$ cat config.mk
export PLATFORM = sky130hd
export DESIGN_NAME = serial_borrow_subtractor
export DESIGN_NICKNAME = d
export VERILOG_FILES = /design/src/rtl/serial_borrow_subtractor.sv
export SDC_FILE = /design/constraint.sdc
export NUM_CORES = 1
export LEC_CHECK = 0
export ABC_CLOCK_PERIOD_IN_PS = 1200
export CAP_MARGIN = 5
export CORE_UTILIZATION = 43
export CTS_CLUSTER_SIZE = 10
export DETAILED_ROUTE_END_ITERATION = 8
export PLACE_DENSITY = 0.69
export SYNTH_ARGS = -nofsm -noshare
export SYNTH_HDL_FRONTEND = slang
export SYNTH_SLANG_ARGS = --single-unit
$ cat constraint.sdc
create_clock -name clk_i -period 1.2 [get_ports clk_i]
set_clock_uncertainty 0.1 [all_clocks]
set_input_delay 0.24 -clock clk_i [delete_from_list [all_inputs] [get_ports clk_i]]
set_output_delay 0.24 -clock clk_i [all_outputs]
set_load 0.05 [all_outputs]
$ cat src/rtl/serial_borrow_subtractor.sv
// Bit-serial ripple-borrow subtractor: DIFF = A - B - BIN, one bit per clock, LSB first.
// Define SERIAL_SUB_OVF_EN to add the signed-overflow output ovf_o.
module serial_borrow_subtractor #(
  parameter int unsigned WIDTH = 3
) (
  input  logic             clk_i,
  input  logic             rst_i,
  input  logic             start_i,
  input  logic [WIDTH-1:0] a_i,
  input  logic [WIDTH-1:0] b_i,
  input  logic             bin_i,
  output logic             busy_o,
  output logic             done_o,
  output logic [WIDTH-1:0] diff_o,
  output logic             bout_o
`ifdef SERIAL_SUB_OVF_EN
  ,
  output logic             ovf_o
`endif
);

  localparam int unsigned CW = $clog2(WIDTH + 1);
  localparam logic [CW-1:0] LAST = CW'(WIDTH - 1);

  typedef enum logic {IDLE, RUN} state_e;

  state_e           state_q, state_d;
  logic [WIDTH-1:0] a_sh_q, a_sh_d;
  logic [WIDTH-1:0] b_sh_q, b_sh_d;
  logic [WIDTH-1:0] res_q, res_d;
  logic             borrow_q, borrow_d;
  logic [CW-1:0]    cnt_q, cnt_d;
  logic             done_q, done_d;
  logic [WIDTH-1:0] diff_q, diff_d;
  logic             bout_q, bout_d;
`ifdef SERIAL_SUB_OVF_EN
  logic             a_msb_q, a_msb_d;
  logic             b_msb_q, b_msb_d;
  logic             ovf_q, ovf_d;
`endif

  logic             a_bit, b_bit, d_bit, borrow_nx;
  logic [WIDTH-1:0] res_shift;

  // Full-subtractor cell on the current LSBs and the registered borrow
  always_comb begin
    a_bit     = a_sh_q[0];
    b_bit     = b_sh_q[0];
    d_bit     = a_bit ^ b_bit ^ borrow_q;
    borrow_nx = (~a_bit & b_bit) | (~a_bit & borrow_q) | (b_bit & borrow_q);
    res_shift = (res_q >> 1) | (WIDTH'(d_bit) << (WIDTH - 1));
  end

  // Next-state and output-register logic
  always_comb begin
    state_d  = state_q;
    a_sh_d   = a_sh_q;
    b_sh_d   = b_sh_q;
    res_d    = res_q;
    borrow_d = borrow_q;
    cnt_d    = cnt_q;
    done_d   = 1'b0;
    diff_d   = diff_q;
    bout_d   = bout_q;
`ifdef SERIAL_SUB_OVF_EN
    a_msb_d  = a_msb_q;
    b_msb_d  = b_msb_q;
    ovf_d    = ovf_q;
`endif
    unique case (state_q)
      IDLE: begin
        if (start_i) begin
          a_sh_d   = a_i;
          b_sh_d   = b_i;
          res_d    = '0;
          borrow_d = bin_i;
          cnt_d    = '0;
`ifdef SERIAL_SUB_OVF_EN
          a_msb_d  = a_i[WIDTH-1];
          b_msb_d  = b_i[WIDTH-1];
`endif
          state_d  = RUN;
        end
      end
      RUN: begin
        a_sh_d   = a_sh_q >> 1;
        b_sh_d   = b_sh_q >> 1;
        res_d    = res_shift;
        borrow_d = borrow_nx;
        cnt_d    = cnt_q + CW'(1);
        if (cnt_q == LAST) begin
          // Publish the full result only on completion, never partial bits
          diff_d  = res_shift;
          bout_d  = borrow_nx;
          done_d  = 1'b1;
`ifdef SERIAL_SUB_OVF_EN
          ovf_d   = (a_msb_q ^ b_msb_q) & (d_bit ^ a_msb_q);
`endif
          state_d = IDLE;
        end
      end
      default: state_d = IDLE;
    endcase
  end

  always_ff @(posedge clk_i or posedge rst_i) begin
    if (rst_i) begin
      state_q  <= IDLE;
      a_sh_q   <= '0;
      b_sh_q   <= '0;
      res_q    <= '0;
      borrow_q <= 1'b0;
      cnt_q    <= '0;
      done_q   <= 1'b0;
      diff_q   <= '0;
      bout_q   <= 1'b0;
`ifdef SERIAL_SUB_OVF_EN
      a_msb_q  <= 1'b0;
      b_msb_q  <= 1'b0;
      ovf_q    <= 1'b0;
`endif
    end else begin
      state_q  <= state_d;
      a_sh_q   <= a_sh_d;
      b_sh_q   <= b_sh_d;
      res_q    <= res_d;
      borrow_q <= borrow_d;
      cnt_q    <= cnt_d;
      done_q   <= done_d;
      diff_q   <= diff_d;
      bout_q   <= bout_d;
`ifdef SERIAL_SUB_OVF_EN
      a_msb_q  <= a_msb_d;
      b_msb_q  <= b_msb_d;
      ovf_q    <= ovf_d;
`endif
    end
  end

  assign busy_o = (state_q == RUN);
  assign done_o = done_q;
  assign diff_o = diff_q;
  assign bout_o = bout_q;
`ifdef SERIAL_SUB_OVF_EN
  assign ovf_o  = ovf_q;
`endif

endmodule

# Word-level counts from Yosys, hierarchy flattened
# Index checks and enable logic that the tools add are counted.
# classes
n_addsub	1
mul	0
div_mod_pow	0
order_cmp	0
n_eq_ne	2
n_shift	0
muxes	15
n_bitwise	10
reduce_logical	1
# op_table
op	n
one-hot mux 3 bit (2 select lines)	3
2-to-1 mux 3 bit	3
2-to-1 mux 1 bit	5
one-hot mux 1 bit (2 select lines)	2
one-hot mux 2 bit (2 select lines)	1
AND 1 bit	3
bitwise OR 2 x 3 -> 3 bit	1
adder 2 x 1 -> 2 bit (second input constant)	1
equality test 2 bit (second input constant)	1
2-to-1 mux 2 bit	1
!= test 2 bit (second input constant)	1
inverter 1 bit	2
bitwise OR 1 bit	2
AND reduction 2 bit	1
bitwise XOR 1 bit	2
# word_totals
regBits	18
latch_bits	0
ramBits	0
mem_bits_ro	0
in_bits	10
output_inout_bits	6
n_memories	0

# Longest topological paths before layout
# Gate-level depths: netlist (run 1).
# depth
depth_word	5
depth_mapped	4

# Worst setup path after synthesis (run 1)
# No wires, ideal clock.
# synth_path
path_kind	register to register
from	reg state_q (netlist: busy_o)
to	reg cnt_q[0]
t_arrival_ns	1.138
setup_slack_ns	-0.163
path_stages_with_launch	4
cell_sequence	dfrtp_1 buf_6 nor2_2 mux2_2
# synth_via
elab_chain_cells	2
# synth_rtl
element	line_no	source
from (decl)	27	state_e state_q, state_d;
from (signal assigned)	123	state_q <= state_d;
inverter 1 bit	n/a	
one-hot mux 2 bit (2 select lines) or != test 2 bit (tied branches)	n/a	
to (signal assigned)	128	cnt_q <= cnt_d;
to (decl)	32	logic [CW-1:0] cnt_q, cnt_d;
# Parallel ways exist; a longest one is shown, timed or not.
# A chain may end at the register's enable or synchronous reset.

# Final worst setup path (run 1)
# layout_path
from	reg state_q (netlist: busy_o)
to	out busy_o
# layout_lines
element	line_no	source
to (decl)	12	output logic busy_o,
# No word-level cell between the ends.

==> impl_metrics.json, run 1 <==
{
  "drc_errors": 0,
  "switchingPower_w": 0.001169,
  "pwr-share-seq_pct": 31.7,
  "relSlewSlack_pct": 85.45,
  "crit_type": "flip-flop to output port",
  "drv_cap": 0,
  "ys_seq_area_share_pct": 56.20,
  "worst_hold_path_type": "input pin to async pin",
  "cp_max_fo": 2,
  "finalMaxSlewViolations": 0,
  "synth_most_common_cell": "dfrtp_1",
  "place_ws_ns": -0.2305,
  "avgSynthCellArea_um2": 12.21,
  "synth-edff-count": 0,
  "synth_top_cell_by_area": "dfrtp_1",
  "start_util_pct": 48.02,
  "top_layer": "met4",
  "yosysUniqueCellTypes": 14,
  "violations": "negative setup slack",
  "placed_area_mm2": 0.001047,
  "synth_area_um2": 757.0,
  "ant_nets": 0,
  "p_leak_nw": 0.5970,
  "synth_seq_cells": 17,
  "syn2layout_area_growth_pct": 55.70,
  "async_reset_ff_share_pct": 100.0,
  "endpoint_kind": "output port",
  "cts_sinks": 17,
  "syn_nets": 74,
  "die_w_um": 43.96,
  "syn_inst": 62,
  "worstPathRequired_ns": 0.86,
  "clkTransAtPathRegs_ns": 0.09,
  "fmax_mhz": 771.8,
  "drive_gt1_share_pct": 41.24,
  "synth_warnings": 0,
  "clock-root-buffer": "clkbuf_4",
  "worstPathArrival_ns": 0.96,
  "worstSkewPairLatency_ns": 0.28,
  "grt_first_pass_wirelength_um": 2132,
  "nets": 110,
  "core_mm2": 0.001577,
  "cts_htree_levels": 1,
  "grt.total_usage_pct": 14.57,
  "met1Wirelength_um": 588,
  "gp_routability_congestion": 0.6439,
  "power_w": 0.003205,
  "rsz0062_at_grt": "true",
  "num_vias": 556,
  "drt_iter0_drc": 8,
  "final.period_utilization_pct": 108.0,
  "p_clk_share_pct": 9.2,
  "synth_commonest_cells": "dfrtp_1, mux2i_1, inv_1",
  "cts_tree": "done",
  "irDropWorstVdd_v": 0.001298,
  "min_period_ns": 1.296,
  "grt_pass1_vias": 539,
  "pin_count": 16,
  "fin_setup_tns_ns": -0.2715,
  "vias_per_cell": 4.920,
  "p_sw_share_pct": 36.48,
  "wirelength_um": 1292,
  "yosysTopAreaCellShare_pct": 56.20,
  "powerDensity_mw_per_mm2": 2719,
  "cts_buffers": 3,
  "power_frac_comb_pct": 59.1,
  "die_h_um": 43.96,
  "wl_met2_um": 641,
  "routedWlPerCell_um": 11.43,
  "hold_viol": 0,
  "grt_max_degree": 18,
  "drt_first_pass_iters": 6,
  "setup_violations": 6,
  "diodes": 0,
  "dpl.hpwl_um": 848,
  "worst_slew_pin_slew_ns": 0.2183,
  "intPower_w": 0.002036,
  "ys.flop_type": "dfrtp_1",
  "cts_buffer_depth": 2,
  "antenna_found_initial": 0,
  "grt_overflow": 0,
  "rows": 14,
  "port_buffers": 15,
  "final.fill_count": 110,
  "fp.dieArea_mm2": 0.001932,
  "status": "finished, violations left",
  "fin_area_mm2": 0.001179,
  "hold_ws_ns": 0.2047,
  "synth_area_leaders": "dfrtp_1, mux2i_1, mux2_2, buf_6, o21ai_0",
  "start_kind": "flip-flop",
  "route.met3.wl_um": 59,
  "finalWorstSetupSlack_ns": -0.09575
}
[sequential cells by signal, indices dropped and copies added, names as in the netlist]
signal / count
a_sh_q: 3
b_sh_q: 3
diff_o: 3
cnt_q: 2
res_q: 2
borrow_q: 1
bout_o: 1
busy_o: 1
done_o: 1
[through the flow]
step           std cells  utilization, %
2_1_floorplan         62               -
3_3_place_gp         100           66.43
3_5_place_dp         100           66.43
4_1_cts              106           69.84
5_1_grt              113           74.76
6_report             113           74.76
[what timing repair did]
action / in CTS / in global routing
buffers inserted: 2 / 6
cloned: 0 / 1
resized for setup: 4 / 11
hold buffers: 0 / 0
endpoints found under the setup margin: 9 / 17
pin swaps: 0 / 2
[critical path: stages, from the launching register on]
cell and delay (ns):
dfrtp_2 0.42, buf_6 0.12, buf_12 0.14
[placed cells by master (no fill, tap or decap)]
master           instances
nand2b_1                 2
buf_4                   15
mux2i_1                 10
nor2_2                   1
nor2_1                   2
buf_6                    3
ha_4                     1
a22o_1                   1
clkbuf_4                 3
o21ai_0                  1
mux2_4                   2
dfrtp_2                  1
inv_1                    5
dfrtp_1                 16
nand2_4                  1
clkdlybuf4s50_1          9
nand2_1                  6
o21ai_2                  1
inv_2                    2
clkbuf_1                 1
mux2_2                   2
o21ai_1                  4
fa_2                     1
buf_12                   7
[final cells by class]
cell class / instances / area (um2) / area share, %
sequential: 17 / 426.7 / 36.20
timing repair buffer: 34 / 376.6 / 31.95
multi-input combinational: 35 / 302.8 / 25.69
clock buffer: 4 / 26.28 / 2.229
inverter: 7 / 26.28 / 2.229
tap: 16 / 20.02 / 1.699
[path summary, 6_finish.rpt]
check | startpoint | to | slack (ns) | depth (start not counted)
hold / removal | rst_i | done_o | 0.20 | 3
setup reg to reg | a_sh_q[0] | bout_o | -0.07 | 3
max in group asynchronous | rst_i | busy_o | 0.59 | 3
setup / recovery | busy_o | busy_o | -0.1 | 2
hold reg to reg | a_sh_q[1] | a_sh_q[0] | 0.39 | 2
min in group clk_i | a_sh_q[1] | a_sh_q[0] | 0.39 | 2
[power groups by stage]
| stage | combinational (W) | clock [W] | sequential [W] |
|---|---|---|---|
| 2_1_floorplan | 0.000587 | 0 | 0.00128 |
| 3_3_place_gp | 0.00153 | 0 | 0.00101 |
| 3_5_place_dp | 0.00156 | 0 | 0.00102 |
| 4_1_cts | 0.00165 | 0.000308 | 0.00100 |
| 5_1_grt | 0.00204 | 0.000328 | 0.00104 |
| 6_report | 0.00190 | 0.000295 | 0.00102 |
[routing by layer]
layer	global-route usage, %	vias up
met4	3.636	0
li1	-	273
met2	24.48	17
met3	2.500	2
met1	19.68	264
met5	0	-
[logic make-up after synthesis]
| kind of cell | after synthesis | share of synthesized area, % |
|---|---|---|
| buf+inv | 10 | 7.934 |
| simple gates | 12 | 7.274 |
| compound gates | 7 | 5.124 |
| flops | 17 | 56.20 |
| fa+ha+maj | 2 | 4.297 |
| mux | 14 | 19.17 |
(Power assumes the default switching activity.)
==> run 2: changes to the inputs <==
--- a/config.mk
+++ b/config.mk
@@ -5,12 +5,14 @@
 export SDC_FILE = /design/constraint.sdc
 export NUM_CORES = 1
 export LEC_CHECK = 0
+export ABC_AREA = 1
 export ABC_CLOCK_PERIOD_IN_PS = 1200
 export CAP_MARGIN = 5
 export CORE_UTILIZATION = 43
 export CTS_CLUSTER_SIZE = 10
 export DETAILED_ROUTE_END_ITERATION = 8
 export PLACE_DENSITY = 0.69
+export REMOVE_ABC_BUFFERS = 1
 export SYNTH_ARGS = -nofsm -noshare
 export SYNTH_HDL_FRONTEND = slang
 export SYNTH_SLANG_ARGS = --single-unit
==> run 2 against run 1 <==
  * The flow still finishes with violations (negative setup slack)
  * Area after synthesis rose by 0.33%
  * Worst hold slack got worse by 0.044 ns
  * First-iteration DRC count fell by 25%
  * Combinational power fell by 23%
  * Utilization fell by 8.2 points
  * Global-route usage rose by 0.95 points
  * Non-clock buffer count fell by 9
  * Clock power fell by 2%
==> impl_metrics.json, run 2 <==
{
  "drt_iter0_drc": 6,
  "diodes": 0,
  "start_kind": "flip-flop",
  "grt_overflow": 0,
  "violations": "negative setup slack",
  "routedWlPerCell_um": 10.54,
  "crit_type": "flip-flop to flip-flop",
  "final.fill_count": 129,
  "worst_slew_pin_slew_ns": 0.2177,
  "cts_buffers": 3,
  "ys_seq_area_share_pct": 56.01,
  "mostFrequentLayoutCells": "nand2_1, dfrtp_1, nand3_1, buf_4, clkdlybuf4s50_1",
  "dpl.hpwl_um": 885.6,
  "port_buffers": 15,
  "status": "finished, violations left",
  "hold_viol": 0,
  "start_util_pct": 48.17,
  "yosysUniqueCellTypes": 15,
  "pin_count": 16,
  "hold_buffers": 0,
  "rows": 14,
  "fin_cells": 117,
  "worstPathRequired_ns": 1.27,
  "syn2layout_area_growth_pct": 38.22,
  "relSlewSlack_pct": 85.49,
  "cts_sinks": 17,
  "synth_mux_area_share_pct": 0,
  "avgSynthCellArea_um2": 9.993,
  "num_vias": 564,
  "synth_commonest_cells": "nand2_1, dfrtp_1, nand3_1",
  "p_leak_nw": 0.5293,
  "cts_tree": "done",
  "gp_routability_congestion": 0.7279,
  "synth-edff-count": 0,
  "hold_ws_ns": 0.1609,
  "antenna_found_initial": 0,
  "setup_violations": 3,
  "synth_seq_cells": 17,
  "endpoint_kind": "flip-flop",
  "grt.total_usage_pct": 15.52,
  "grt_pass1_vias": 506,
  "async_reset_ff_share_pct": 100.0,
  "vias_per_cell": 4.821,
  "synth_area_um2": 759.5,
  "synth_compound_area_share_pct": 5.437,
  "cts_htree_levels": 1,
  "irDropWorstVdd_v": 0.001150,
  "powerDensity_mw_per_mm2": 2608,
  "cts_buffer_depth": 2,
  "drv_cap": 0,
  "synth_fa_ha_area_share_pct": 4.283,
  "grt_first_pass_wirelength_um": 2194,
  "drt_first_pass_iters": 6,
  "fmax_mhz": 795.3,
  "rsz0062_at_grt": "true",
  "drc_errors": 0,
  "yosysTopAreaCellShare_pct": 56.01,
  "mostFrequentLayoutCell": "nand2_1",
  "ys.flop_type": "dfrtp_1",
  "core_mm2": 0.001577,
  "synth_top_family_by_area": "simple AND/OR/NAND/NOR gates",
  "synth_simple_gate_area_share_pct": 25.37,
  "clock-root-buffer": "clkbuf_4",
  "cp_max_fo": 2,
  "grt_max_degree": 18,
  "wirelength_um": 1233,
  "fp.dieArea_mm2": 0.001938,
  "synth_most_common_cell": "nand2_1",
  "synth_top_cell_by_area": "dfrtp_1",
  "finalMaxSlewViolations": 0,
  "die_h_um": 44.03,
  "synth_xor_xnor_area_share_pct": 0,
  "syn_inst": 76,
  "synth_area_leaders": "dfrtp_1, nand2_1, nand3_1, o21ai_2, buf_6",
  "drive_gt1_share_pct": 26.73,
  "synth_warnings": 0,
  "die_w_um": 44.03,
  "clkTransAtPathRegs_ns": 0.09,
  "nets": 114,
  "ant_nets": 0,
  "power_w": 0.002738,
  "min_period_ns": 1.257,
  "worstPathArrival_ns": 1.33,
  "final.period_utilization_pct": 104.8,
  "utilization_pct": 66.59,
  "worstSkewPairLatency_ns": 0.28,
  "worst_hold_path_type": "input pin to async pin",
  "finalWorstSetupSlack_ns": -0.05744,
  "dp.cells": 109
}
run 2: changes by cell type after synthesis, moves of 3 or more:
cell     delta
o21ai_2     +3
mux2i_1    -10
o21ai_0     -3
nand2_1    +20
nand3_1    +12
mux2_2      -4
run 2: metal layers:
| layer | global-route usage [%] | vias up | routed length, um |
|---|---|---|---|
| met3 | 2.449 | 2 | 54 |
| met5 | 0 | - | 0 |
| li1 | - | 289 | - |
| met1 | 22.01 | 258 | 592 |
| met4 | 7.273 | 0 | 5 |
| met2 | 23.53 | 15 | 580 |
run 2: worst paths after layout:
kind	start	endpoint	slack, ns	cells past startpoint
worst min-delay path	rst_i	cnt_q[1]	0.16	3
worst min register to register	a_sh_q[2]	a_sh_q[2]	0.38	2
worst max-delay path	borrow_q	diff_o[2]	-0.06	2
worst max register to register	borrow_q	diff_o[2]	-0.06	2
min in group clk_i	a_sh_q[2]	a_sh_q[2]	0.38	2
max in group asynchronous	rst_i	busy_o	0.64	3
run 2: worst max-delay path, stage by stage, from the launching register on:
cell and delay, ns:
dfrtp_1 0.41, fa_2 0.59, o21ai_1 0.06
run 2: stage by stage:
step / TNS, ns / cell area (um2) / worst slack (ns)
5_1_grt: -0.4435 / 1050 / -0.09388
6_report: -0.1410 / 1050 / -0.05744
3_3_place_gp: -1.005 / 1002 / -0.09932
3_5_place_dp: -1.045 / 1002 / -0.1077
2_1_floorplan: -3.475 / 714.4 / -0.2719
4_1_cts: -0.2913 / 1047 / -0.1316
run 2: power by group:
group	internal, W	switching [W]	leakage (nW)
Sequential	0.000809	0.000179	0.216
Combinational	0.000714	0.000747	0.298
Clock	0.000129	0.000160	0.0150
Total	0.00165	0.00109	0.529
run 2: timing repair:
action	CTS	global route
pin swaps	3	0
endpoints found under the setup margin	8	21
resized for setup	3	0
buffers inserted	2	3
run 2: logic make-up after synthesis:
kind of cell | Yosys count
buffers and inverters | 10
and+or+nand+nor | 41
adders and majority gates | 2
DFF | 17
AOI/OAI and AO/OA | 6
run 2: cell type report:
class | count | area (um2) | area share [%]
clock buffers | 4 | 26.28 | 2.503
inverters | 6 | 22.52 | 2.145
multi-input cells | 49 | 269.0 | 25.63
flip-flops and latches | 17 | 426.7 | 40.64
well taps | 16 | 20.02 | 1.907
repair buffers | 25 | 285.3 | 27.18
